File: config.mk
export PLATFORM = sky130hd
export DESIGN_NAME = video_pixel_fetch
export DESIGN_NICKNAME = d
export VERILOG_FILES = /design/src/rtl/video_pkg.sv /design/src/rtl/video_fetch_fifo.sv /design/src/rtl/video_pixel_fetch.sv
export SDC_FILE = /design/constraint.sdc
export NUM_CORES = 1
export LEC_CHECK = 0
export CORE_ASPECT_RATIO = 1.25
export CORE_MARGIN = 2
export CORE_UTILIZATION = 53
export DETAILED_ROUTE_END_ITERATION = 7
export PLACE_DENSITY = 0.78
export SLEW_MARGIN = 25
export SYNTH_ARGS = -nofsm -noshare
export SYNTH_HDL_FRONTEND = slang
export SYNTH_HIERARCHICAL = 1
export SYNTH_SLANG_ARGS = --single-unit
export TNS_END_PERCENT = 50
File: constraint.sdc
create_clock -name clk -period 5.8 [get_ports clk]
set_input_delay 1.16 -clock clk [delete_from_list [all_inputs] [get_ports clk]]
set_output_delay 1.16 -clock clk [all_outputs]
set_load 0.005 [all_outputs]
File: src/rtl/video_pkg.sv
// Shared widths, defaults and fetch-tag type for the video pixel fetch path.
package video_pkg;
    localparam int RGB_W         = 12;
    localparam int CIDX_W        = 8;
    localparam int FRAC_W        = 7;
    localparam int HSTEP_DEFAULT = 64;
    localparam int GEN_W         = 2;

    typedef logic [RGB_W-1:0]  rgb_t;
    typedef logic [CIDX_W-1:0] cidx_t;

    // Tag carried by every outstanding read; a generation mismatch marks it stale.
    typedef struct packed {
        logic             valid;
        logic [GEN_W-1:0] gen;
    } fetch_tag_t;

    function automatic logic tag_live(input fetch_tag_t tag, input logic [GEN_W-1:0] gen);
        return tag.valid && (tag.gen == gen);
    endfunction
endpackage

File: src/rtl/video_fetch_fifo.sv
// Small synchronous prefetch FIFO: flush, occupancy count and a combinational head.
module video_fetch_fifo
    import video_pkg::*;
#(
    parameter int DEPTH = 4
) (
    input  logic                   clk,
    input  logic                   rst_n,
    input  logic                   flush,
    input  logic                   push,
    input  logic [RGB_W-1:0]       push_data,
    input  logic                   pop,
    output logic [RGB_W-1:0]       head,
    output logic                   empty,
    output logic [$clog2(DEPTH):0] count
);
    localparam int PTR_W = $clog2(DEPTH);
    localparam int CNT_W = PTR_W + 1;

    rgb_t             mem [DEPTH];
    logic [PTR_W-1:0] wr_ptr;
    logic [PTR_W-1:0] rd_ptr;
    logic             do_push;
    logic             do_pop;

    assign do_push = push & ~flush;
    assign do_pop  = pop & ~flush & ~empty;
    assign empty   = (count == '0);
    assign head    = mem[rd_ptr];

    always_ff @(posedge clk) begin
        if (do_push) begin
            mem[wr_ptr] <= push_data;
        end
    end

    // Pointers wrap naturally because DEPTH is a power of two.
    always_ff @(posedge clk or negedge rst_n) begin
        if (!rst_n) begin
            wr_ptr <= '0;
            rd_ptr <= '0;
            count  <= '0;
        end else if (flush) begin
            wr_ptr <= '0;
            rd_ptr <= '0;
            count  <= '0;
        end else begin
            if (do_push) begin
                wr_ptr <= wr_ptr + 1'b1;
            end
            if (do_pop) begin
                rd_ptr <= rd_ptr + 1'b1;
            end
            count <= count + CNT_W'(do_push) - CNT_W'(do_pop);
        end
    end
endmodule

File: src/rtl/video_pixel_fetch.sv
// Pixel fetch: ping-pong line buffer read, horizontal scaling, palette lookup and
// a prefetch FIFO feeding palette_rgb_data to the composite stage.
module video_pixel_fetch
    import video_pkg::*;
#(
    parameter int LB_ADDR_W  = 10,
    parameter int HSTEP      = HSTEP_DEFAULT,
    parameter int FIFO_DEPTH = 4
) (
    input  logic                 clk,
    input  logic                 rst_n,
    input  logic                 next_frame,
    input  logic                 next_line,
    input  logic                 next_pixel,
    input  logic                 vblank_pulse,
    output logic [LB_ADDR_W:0]   lb_rd_addr,
    input  logic [CIDX_W-1:0]    lb_rd_data,
    output logic [CIDX_W-1:0]    pal_rd_addr,
    input  logic [RGB_W-1:0]     pal_rd_data,
    output logic [RGB_W-1:0]     palette_rgb_data,
    output logic                 render_bank,
    output logic [8:0]           disp_line,
    output logic                 underflow
);
    localparam int ACC_W = LB_ADDR_W + FRAC_W;
    localparam int CNT_W = $clog2(FIFO_DEPTH) + 1;
    localparam int OCC_W = CNT_W + 1;
    localparam logic [ACC_W:0] STEP = (ACC_W + 1)'(HSTEP);

    logic             next_pixel_d;
    logic             disp_bank;
    logic             armed;
    logic [ACC_W-1:0] acc;
    logic [ACC_W:0]   acc_sum;
    logic [GEN_W-1:0] gen;
    fetch_tag_t       s0_tag;
    fetch_tag_t       s1_tag;

    logic             line_end;
    logic             restart;
    logic             s0_live;
    logic             s1_live;
    logic             push;
    logic             pop;
    logic             issue;
    logic             fifo_empty;
    logic [CNT_W-1:0] fifo_count;
    logic [OCC_W-1:0] occupancy;
    rgb_t             fifo_head;

    assign line_end    = next_pixel_d & ~next_pixel;
    assign restart     = line_end | vblank_pulse;
    assign render_bank = ~disp_bank;

    assign s0_live = tag_live(s0_tag, gen);
    assign s1_live = tag_live(s1_tag, gen);
    assign push    = s1_live & ~restart;
    assign pop     = next_pixel & ~fifo_empty;

    // Count every entry already owed to the FIFO so an issued read always finds room.
    assign occupancy = OCC_W'(fifo_count) + OCC_W'(s0_live) + OCC_W'(s1_live) - OCC_W'(pop);
    assign issue     = armed & ~restart & (occupancy < OCC_W'(FIFO_DEPTH));
    assign acc_sum   = {1'b0, acc} + STEP;

    assign palette_rgb_data = (next_pixel && !fifo_empty) ? fifo_head : '0;

    video_fetch_fifo #(
        .DEPTH(FIFO_DEPTH)
    ) u_fifo (
        .clk      (clk),
        .rst_n    (rst_n),
        .flush    (restart),
        .push     (push),
        .push_data(pal_rd_data),
        .pop      (pop),
        .head     (fifo_head),
        .empty    (fifo_empty),
        .count    (fifo_count)
    );

    // Line/field bookkeeping: bank swap at line end, arming and generation bump on restart.
    always_ff @(posedge clk or negedge rst_n) begin
        if (!rst_n) begin
            next_pixel_d <= 1'b0;
            disp_bank    <= 1'b0;
            armed        <= 1'b0;
            gen          <= '0;
        end else begin
            next_pixel_d <= next_pixel;
            if (vblank_pulse) begin
                disp_bank <= 1'b0;
            end else if (line_end) begin
                disp_bank <= ~disp_bank;
            end
            if (restart) begin
                armed <= 1'b1;
                gen   <= gen + 1'b1;
            end
        end
    end

    // Fetch pipeline; the accumulator saturates instead of wrapping past the last pixel.
    always_ff @(posedge clk or negedge rst_n) begin
        if (!rst_n) begin
            acc         <= '0;
            lb_rd_addr  <= '0;
            pal_rd_addr <= '0;
            s0_tag      <= '0;
            s1_tag      <= '0;
        end else begin
            if (restart) begin
                acc <= '0;
            end else if (issue) begin
                acc <= acc_sum[ACC_W] ? '1 : acc_sum[ACC_W-1:0];
            end
            if (issue) begin
                lb_rd_addr <= {disp_bank, acc[ACC_W-1:FRAC_W]};
            end
            s0_tag.valid <= issue;
            s0_tag.gen   <= gen;
            s1_tag       <= s0_tag;
            if (s0_live) begin
                pal_rd_addr <= lb_rd_data;
            end
        end
    end

    always_ff @(posedge clk or negedge rst_n) begin
        if (!rst_n) begin
            underflow <= 1'b0;
        end else if (vblank_pulse) begin
            underflow <= 1'b0;
        end else if (next_pixel && fifo_empty && armed) begin
            underflow <= 1'b1;
        end
    end

    // A frame start wins over a coincident line advance.
    always_ff @(posedge clk or negedge rst_n) begin
        if (!rst_n) begin
            disp_line <= '0;
        end else if (next_frame) begin
            disp_line <= '0;
        end else if (next_line && (disp_line != 9'd511)) begin
            disp_line <= disp_line + 9'd1;
        end
    end
endmodule

* Yosys cells after proc, flatten, opt, wreduce, memory -nomap -nowiden
Memories as Yosys holds them, arrays and structs flattened.
Cells that the tools add are included.
** Cells by class
- Bitwise logic cells :: 13
- Reductions and logical operators :: 14
- Multiplexer cells :: 17
- Add/sub/neg operators :: 10
- Order comparisons :: 1
- Divide/modulo/power cells :: 0
- Equality and inequality tests :: 3
- Multipliers :: 0
- Shift operators :: 0
** Operator list (number)
- two-way mux 17 bit :: 3
- adder 17 x 7 -> 18 bit (second input constant) :: 1
- two-way mux 9 bit :: 2
- two-way mux 12 bit :: 1
- nonzero test 2 bit :: 6
- adder 9 x 1 -> 9 bit (second input constant) :: 1
- inequality test 9 bit (second input constant) :: 1
- AND 1 bit :: 8
- two-way mux 2 bit :: 4
- adder 2 x 1 -> 2 bit (second input constant) :: 3
- logical AND 1 bit :: 6
- two-way mux 1 bit :: 6
- adder 3 x 1 -> 4 bit :: 1
- adder 4 x 1 -> 4 bit :: 1
- == test 2 bit :: 2
- < comparator 4 x 3 -> 1 bit (second input constant) :: 1
- inverter 1 bit :: 4
- subtractor 4 x 1 -> 4 bit :: 1
- adder 3 x 1 -> 3 bit :: 1
- zero test 3 bit :: 1
- two-way mux 3 bit :: 1
- subtractor 3 x 1 -> 3 bit :: 1
- zero test 1 bit :: 1
- OR 1 bit :: 1
** Storage, ports and cells
- RAM bits :: 48
- Bits in read-only memories :: 0
- Register bits :: 64
- Input bits :: 26
- Output and inout bits :: 42
- Latch bits :: 0
- Memories :: 1
- Logic and storage cells :: 75
** Memory list
- u_fifo.mem :: depth 4, bits a word 12, read ports 1, clocked after Yosys merged registers in 0, wr ports 1, line video_fetch_fifo.sv:20 : rgb_t mem [DEPTH];

* Logic depth before layout (Yosys ltp)
Gate-level depths: netlist of run 1.
- Depth after elaboration :: 9
- Depth in mapped cells :: 14
- Mapped depth without buffers :: 13

* By module
Netlist of run 1, hierarchy kept.
** Modules (own cells, without submodules)
- video_pixel_fetch :: area an instance 2444.8 um2, cells each 210, instances 1, sequential area each 1276.2 um2
- video_fetch_fifo :: area an instance 2220.9 um2, cells each 106, instances 1, sequential area each 1616.6 um2

* Worst setup path after synthesis of run 1
OpenSTA, ideal clock, no wires.
- Path type :: input-to-reg
- From :: input next_pixel
- To :: register lb_rd_addr[1]
- Setup slack :: 2337 ps
- Data required time :: 5675 ps
- Cell stages on the path :: 11
- Buffers on the path :: 2
- Data arrival time :: 3337 ps
- Setup time :: 125 ps
- Cell sequence :: nor2b_1 -> clkbuf_1 -> ha_1 -> inv_1 -> ha_1 -> nand3_1 -> o31ai_1 -> mux2_4 -> and3_4 -> buf_6 -> mux2_4
** On the way
- Elaborated cells on any way between the ends :: 9
- Classes of those cells :: add/sub (1); order compare (1); bitwise (7)
** RTL lines
- start: declaration :: line video_pixel_fetch.sv:14 : input logic next_pixel,
- AND 1 bit :: line video_pixel_fetch.sv:58 : assign pop = next_pixel & ~fifo_empty;
- via pop :: line video_pixel_fetch.sv:44 : logic pop;
- subtractor 4 x 1 -> 4 bit :: line video_pixel_fetch.sv:61 : assign occupancy = OCC_W'(fifo_count) + OCC_W'(s0_live) + OCC_W'(s1_live) - OCC_W'(pop);
- < comparator 4 x 3 -> 1 bit :: line video_pixel_fetch.sv:62 : assign issue = armed & ~restart & (occupancy < OCC_W'(FIFO_DEPTH));
- AND 1 bit :: line video_pixel_fetch.sv:62
- via issue :: line video_pixel_fetch.sv:45 : logic issue;
- end signal: assignment :: line video_pixel_fetch.sv:117 : lb_rd_addr <= {disp_bank, acc[ACC_W-1:FRAC_W]};
- end: declaration :: line video_pixel_fetch.sv:16 : output logic [LB_ADDR_W:0] lb_rd_addr,
The timed path passes the listed nets, and every way through them passes these cells.
A chain may end at the register's enable or synchronous reset.

* Final worst setup path of run 1
- From :: input next_pixel
- To :: register u_fifo.count[2]
** On the way
- Longest elaborated chain between the ends :: 9
- Elaborated cells on any way between the ends :: 12
- Classes of those cells :: add/sub (2); mux (1); bitwise (9)
** RTL lines
- inverter 1 bit :: line video_pixel_fetch.sv:51 : assign line_end = next_pixel_d & ~next_pixel;
- AND 1 bit :: line video_pixel_fetch.sv:51
- OR 1 bit :: line video_pixel_fetch.sv:52 : assign restart = line_end | vblank_pulse;
- inverter 1 bit :: line video_pixel_fetch.sv:57 : assign push = s1_live & ~restart;
- AND 1 bit :: line video_pixel_fetch.sv:57
- via push :: line video_pixel_fetch.sv:43 : logic push;
- AND 1 bit :: line video_fetch_fifo.sv:26 : assign do_push = push & ~flush;
- adder 3 x 1 -> 3 bit :: line video_fetch_fifo.sv:54 : count <= count + CNT_W'(do_push) - CNT_W'(do_pop);
- subtractor 3 x 1 -> 3 bit :: line video_fetch_fifo.sv:54
- two-way mux 3 bit :: line video_fetch_fifo.sv:43 : end else if (flush) begin
- end signal: assignment :: line video_fetch_fifo.sv:54
- end: declaration :: line video_fetch_fifo.sv:15 : output logic [$clog2(DEPTH):0] count
The timed path passes the listed nets, and every way through them passes these cells.

==> flow_summary.json, run 1 <==
{
  "status": "completed",
  "finClkSkew_ns": 0.00856,
  "area_growth_pct": 19.9,
  "root_buffer": "clkbuf_8",
  "clk_pin_slew_worst_paths_ns": 0.10,
  "hold_viol_final": 0,
  "postCtsSetupBuffers": 0,
  "vias": 2745,
  "synth_top_area_share_pct": 31.1,
  "worstMarginPinSlew_ns": 0.797,
  "synth_most_common_cell": "dfrtp_1",
  "cts_resized": 0,
  "netlist_top_cells_area": "dfrtp_1 (31%), edfxtp_1 (31%), ha_1 (3.5%), mux4_2 (3.4%), mux2_4 (3.2%)",
  "drtAntennaViolNets": 0,
  "cp_max_fo": 24,
  "synth_warnings": 6,
  "ir_drop_mv": 0.200,
  "final_nets": 423,
  "h-tree-depth": 3,
  "slew_headroom_pct": 46.9,
  "wirelength_um": 8150,
  "netlist_instances": 316,
  "power_leakage_nw": 2.21,
  "slew_violations": 0,
  "async_flop_share_pct": 54.7,
  "start_util_pct": 54.2,
  "drt-initial-drc-count": 156,
  "setup_viol": 0,
  "rsz0062_at_grt": "false",
  "p_int_mw": 1.20,
  "synth_adder_area_share_pct": 3.92,
  "p_seq_share_pct": 56.3,
  "max_freq_mhz": 253,
  "nFillCells": 658,
  "synth_ff_type": "dfrtp_1",
  "rows": 38,
  "synth.distinct_cells": 43,
  "fin_tns_setup_ns": 0,
  "crit_chain": "clkdlybuf4s50_1 > nor2b_1 > nor2_1 > inv_1 > nor2_1 > nor2b_1 > inv_1 > ha_1 > inv_1 > ha_1 > inv_1 > fa_1 > xnor3_1 > nor2_1",
  "drc_errors": 0,
  "synth_area_per_cell_sq_um": 14.8,
  "wl_per_cell_um": 16.0,
  "clockPowerShare_pct": 29.0,
  "place_area_sq_mm": 0.00540,
  "syn_area_sq_mm": 0.00467,
  "synth_commonest_cells": "dfrtp_1 (58), edfxtp_1 (48), nor2_1 (23)",
  "cts_tree": "done",
  "synth_xor_area_share_pct": 3.11,
  "yosysSeqAreaShare_pct": 62.0,
  "grt_pass1_wl_um": 13500,
  "cp-start-kind": "input port",
  "io_pins": 68,
  "critPathMaxStageDelay_ns": 0.51,
  "design_area_sq_mm": 0.00560,
  "cts_sinks": 106,
  "critPathKind": "input port to flop",
  "hpwlAfterDp_um": 5370,
  "cts_hold_buffers": 0,
  "portBuffers": 67,
  "layout_min_cycle_time_ns": 3.95,
  "grt_pass1_vias": 2801,
  "post-route-period-util_pct": 68.2,
  "synth-compound-area-share_pct": 4.53,
  "combinationalPowerShare_pct": 14.8,
  "num_antenna_cells": 0,
  "cp-end-kind": "flop",
  "hold_class": "flop to flop",
  "synth.largest_area_cell": "dfrtp_1",
  "muxShareOfSynthArea_pct": 13.0,
  "grt_max_degree": 59,
  "cts_inserted_buffers": 9,
  "ys_ff_latch": 106,
  "core_sq_mm": 0.00861,
  "path_buf_inv": 5,
  "die_area_sq_mm": 0.00957,
  "synth-simple-area-share_pct": 10.4,
  "dr.pass1.iters": 4,
  "die_h_um": 109,
  "antenna_found_initial": 0,
  "worst-endpoint-required_ns": 6.04,
  "synth-edff-count": 48,
  "gp_congestion": 0.759,
  "power_density_mw_per_mm2": 283,
  "p_sw_mw": 0.384,
  "cpMostUsedCell": "inv_1",
  "cp_top_family": "buffers and inverters",
  "final_layout_size_suffix_gt1_share_pct": 12.6,
  "clock_path_buffers": 2,
  "routed_via_density": 5.40,
  "synth_top_family_by_area": "multiplexers",
  "cp_slowest_cell": "clkdlybuf4s50_1",
  "synthesis.nets": 356,
  "clkLatencyLatePin_ns": 0.38,
  "max_cap_viol_count": 0,
  "die_x_um": 87.9,
  "groute.usage.overall_pct": 18.8,
  "worstPathArrival_ns": 4.19,
  "p_sw_share_pct": 24.3,
  "overflow": 0
}
## through the flow
stage	setup slack (ns)	hold slack [ns]	util [%]	total power [mW]	cells
detailed placement	1.44	0.378	62.7	1.15	492
floorplan	2.34	0.372	-	1.02	316
CTS	1.86	0.398	65.0	1.60	508
global route	1.56	0.423	65.0	1.66	508
finish	1.85	0.396	65.0	1.58	508
global placement	1.63	0.376	62.7	1.14	492
## worst paths after layout
kind                       slack, ns         endpoint             from  depth (start not counted)
setup / recovery                1.85  u_fifo/count[2]       next_pixel                         14
hold / removal                  0.40        s1_tag[1]        s0_tag[1]                          0
setup reg to reg                2.59   lb_rd_addr[10]  u_fifo/count[1]                         11
hold reg to reg                 0.40        s1_tag[1]        s0_tag[1]                          0
max in group asynchronous       4.41     disp_line[0]            rst_n                          2
min in group asynchronous       0.91    lb_rd_addr[8]            rst_n                          2
## cell type report
class,count,area [sq um],share of cell area [%]
clock buffers,9,124,2.21
clock inverters,7,75.1,1.34
inverters,12,45.0,0.805
multi-input cells,185,1630,29.1
flip-flops and latches,106,2890,51.7
well taps,120,150,2.68
repair buffers,69,681,12.2
## sequential cells by signal, indices dropped and copies added (netlist names)
name           flops
u_fifo/rd_ptr      2
acc               11
gen                2
pal_rd_addr        8
armed              1
underflow          1
disp_bank          1
u_fifo/mem        48
disp_line          9
next_pixel_d       1
u_fifo/count       3
lb_rd_addr        11
s1_tag             3
u_fifo/wr_ptr      2
s0_tag             3
## logic make-up after synthesis
group / count (synthesis)
flip-flops: 106
AND/OR/NAND/NOR: 89
multiplexers: 37
AO/OA/AOI/OAI: 30
buffers and inverters: 25
XOR/XNOR: 15
adder cells (fa/ha/maj): 14
## placed cells by master (no fill, tap or decap), types with 2 or more instances in the layout
master / n
a311oi_1: 5
mux4_2: 7
and4_1: 2
a31oi_1: 9
a21oi_1: 4
nor2b_1: 10
a41oi_1: 2
nand2_1: 7
a211oi_1: 2
ha_1: 13
nand4_1: 5
mux2_2: 12
mux4_1: 5
inv_1: 12
mux2_4: 10
mux2i_1: 3
dfrtp_1: 58
edfxtp_1: 48
nand3_1: 5
or3_1: 3
nor3_1: 2
clkinv_4: 2
clkbuf_8: 9
inv_6: 2
nor2_1: 23
xnor2_1: 8
xor2_1: 6
o31ai_1: 2
buf_4: 2
clkdlybuf4s50_1: 66
and2_1: 19
and3_1: 10
o21ai_0: 2
## per-layer routing
metal	share of wire (%)	GRT usage, %	up-vias
met3	3.9	4.47	10
met5	0	0	-
met2	53	31.5	61
met4	1.5	7.69	0
li1	-	-	1293
met1	42	23.4	1381
## power groups by stage
stage	combinational, mW	sequential, mW	clock (mW)
after floorplan	0.120	0.902	0
after global placement	0.234	0.904	0
after detailed placement	0.238	0.907	0
after CTS	0.239	0.891	0.469
after global routing	0.263	0.899	0.498
final	0.234	0.889	0.458
Power figures use the tool's default switching activity.
==> run 2: changes to the inputs <==
--- a/config.mk
+++ b/config.mk
@@ -7,9 +7,9 @@
 export LEC_CHECK = 0
 export CORE_ASPECT_RATIO = 1.25
 export CORE_MARGIN = 2
-export CORE_UTILIZATION = 53
+export CORE_UTILIZATION = 49
 export DETAILED_ROUTE_END_ITERATION = 7
-export PLACE_DENSITY = 0.78
+export PLACE_DENSITY = 0.76
 export SLEW_MARGIN = 25
 export SYNTH_ARGS = -nofsm -noshare
 export SYNTH_HDL_FRONTEND = slang
==> constraint.sdc (replaced) <==
create_clock -name clk -period 3.5 [get_ports clk]
set_input_delay 0.7 -clock clk [delete_from_list [all_inputs] [get_ports clk]]
set_output_delay 0.7 -clock clk [all_outputs]
set_load 0.005 [all_outputs]
==> flow_summary.json, run 2 (synthesis results as in run 1) <==
{
  "dr.pass1.iters": 4,
  "grt_max_degree": 37,
  "top_regs": "u_fifo/mem: 48 flops, acc: 11 flops, lb_rd_addr: 11 flops",
  "worstMarginPinSlew_ns": 0.799,
  "post-route-period-util_pct": 90.2,
  "layout_commonest_cell": "clkdlybuf4s50_1",
  "clock_path_buffers": 2,
  "groute.usage.overall_pct": 17.1,
  "cp-end-kind": "output pin",
  "vias": 2781,
  "hold_ws_ns": 0.323,
  "fin_tns_setup_ns": 0,
  "finalWorstSetupSlack_ns": 0.343,
  "max_cap_viol_count": 0,
  "critPathKind": "flop to output pin",
  "antenna_found_initial": 0,
  "cp-start-kind": "flop",
  "wl_per_cell_um": 15.5,
  "rows": 39,
  "grt_pass1_vias": 2880,
  "hold_class": "input port to async pin",
  "slew_headroom_pct": 46.7,
  "power_density_mw_per_mm2": 488,
  "die_area_sq_mm": 0.0103,
  "dp_slack_ns": 0.163,
  "core_sq_mm": 0.00922,
  "gp_congestion": 0.781,
  "cp_max_fo": 15,
  "cts_hold_buffers": 0,
  "drtAntennaViolNets": 0,
  "die_x_um": 91.3,
  "layout_min_cycle_time_ns": 3.16,
  "start_util_pct": 50.6,
  "cts_tree": "done",
  "drt-initial-drc-count": 140,
  "die_h_um": 113,
  "hpwlAfterDp_um": 5570,
  "postCtsSetupBuffers": 0,
  "io_pins": 68,
  "cts_inserted_buffers": 9,
  "hold_viol_final": 0,
  "rsz0062_at_grt": "false",
  "slew_violations": 0,
  "final_layout_size_suffix_gt1_share_pct": 14.3,
  "worst-endpoint-required_ns": 2.80,
  "wirelength_um": 8100,
  "final_nets": 433,
  "power_leakage_nw": 2.29,
  "drc_errors": 0,
  "clk_pin_slew_worst_paths_ns": 0.07,
  "final_cell_mix": "clkdlybuf4s50_1 (66), dfrtp_1 (58), edfxtp_1 (48), nor2_1 (23), and2_1 (19)",
  "num_antenna_cells": 0,
  "clkLatencyLatePin_ns": 0.34,
  "area_growth_pct": 23.2,
  "finClkSkew_ns": 0.0123,
  "fin_util_pct": 62.3,
  "overflow": 0,
  "cts_sinks": 106,
  "ir_drop_mv": 0.313,
  "worstPathArrival_ns": 2.46,
  "cts_resized": 0,
  "largest_reg_flops": 48,
  "top_register": "u_fifo/mem",
  "setup_viol": 0,
  "routed_via_density": 5.34,
  "root_buffer": "clkbuf_16",
  "status": "completed",
  "max_freq_mhz": 317,
  "grt_pass1_wl_um": 13800,
  "h-tree-depth": 3,
  "portBuffers": 67
}
-- run 2: routing by layer --
metal / up-vias / GRT usage (%) / share of wire (%)
met3: 12 / 3.86 / 2.5
met2: 48 / 30.2 / 54
met5: - / 0 / 0
met1: 1407 / 21.0 / 42
met4: 0 / 4.95 / 1.5
li1: 1314 / - / -
-- run 2: final timing paths --
path / from / to / slack (ns) / depth (start not counted)
worst max-delay path: u_fifo/rd_ptr[0] / palette_rgb_data[3] / 0.34 / 3
worst min-delay path: rst_n / lb_rd_addr[6] / 0.32 / 1
worst max register to register: u_fifo/count[1] / acc[10] / 0.66 / 11
max in group asynchronous: rst_n / s1_tag[0] / 2.33 / 2
worst min register to register: s0_tag[0] / s1_tag[0] / 0.40 / 0
min in group clk: s0_tag[0] / s1_tag[0] / 0.40 / 0
-- run 2: metrics by stage --
stage	cell area, sq um	std cells	power, mW
6_report	5750	521	2.81
5_1_grt	5750	521	2.94
4_1_cts	5750	521	2.84
3_5_place_dp	5480	505	1.92
3_3_place_gp	5480	505	1.90
2_1_floorplan	4670	316	1.69
-- run 2: area by class of cell --
class | count | area (sq um)
clock buffers | 11 | 233
inverters | 12 | 45.0
fillers | 694 | 3480
multi-input cells | 185 | 1630
well taps | 123 | 154
repair buffers | 79 | 756
clock inverters | 5 | 38.8
flip-flops and latches | 106 | 2890
-- run 2: critical path, stage by stage, from the launching register on --
cell,delay [ns]
dfrtp_1,0.86
mux4_1,0.65
and2_1,0.16
clkdlybuf4s50_1,0.45
-- run 2: report_power, final --
group	switching [mW]	internal, mW	total [mW]
Combinational	0.155	0.250	0.405
Clock	0.434	0.486	0.921
Sequential	0.0737	1.41	1.48
Total	0.663	2.14	2.81
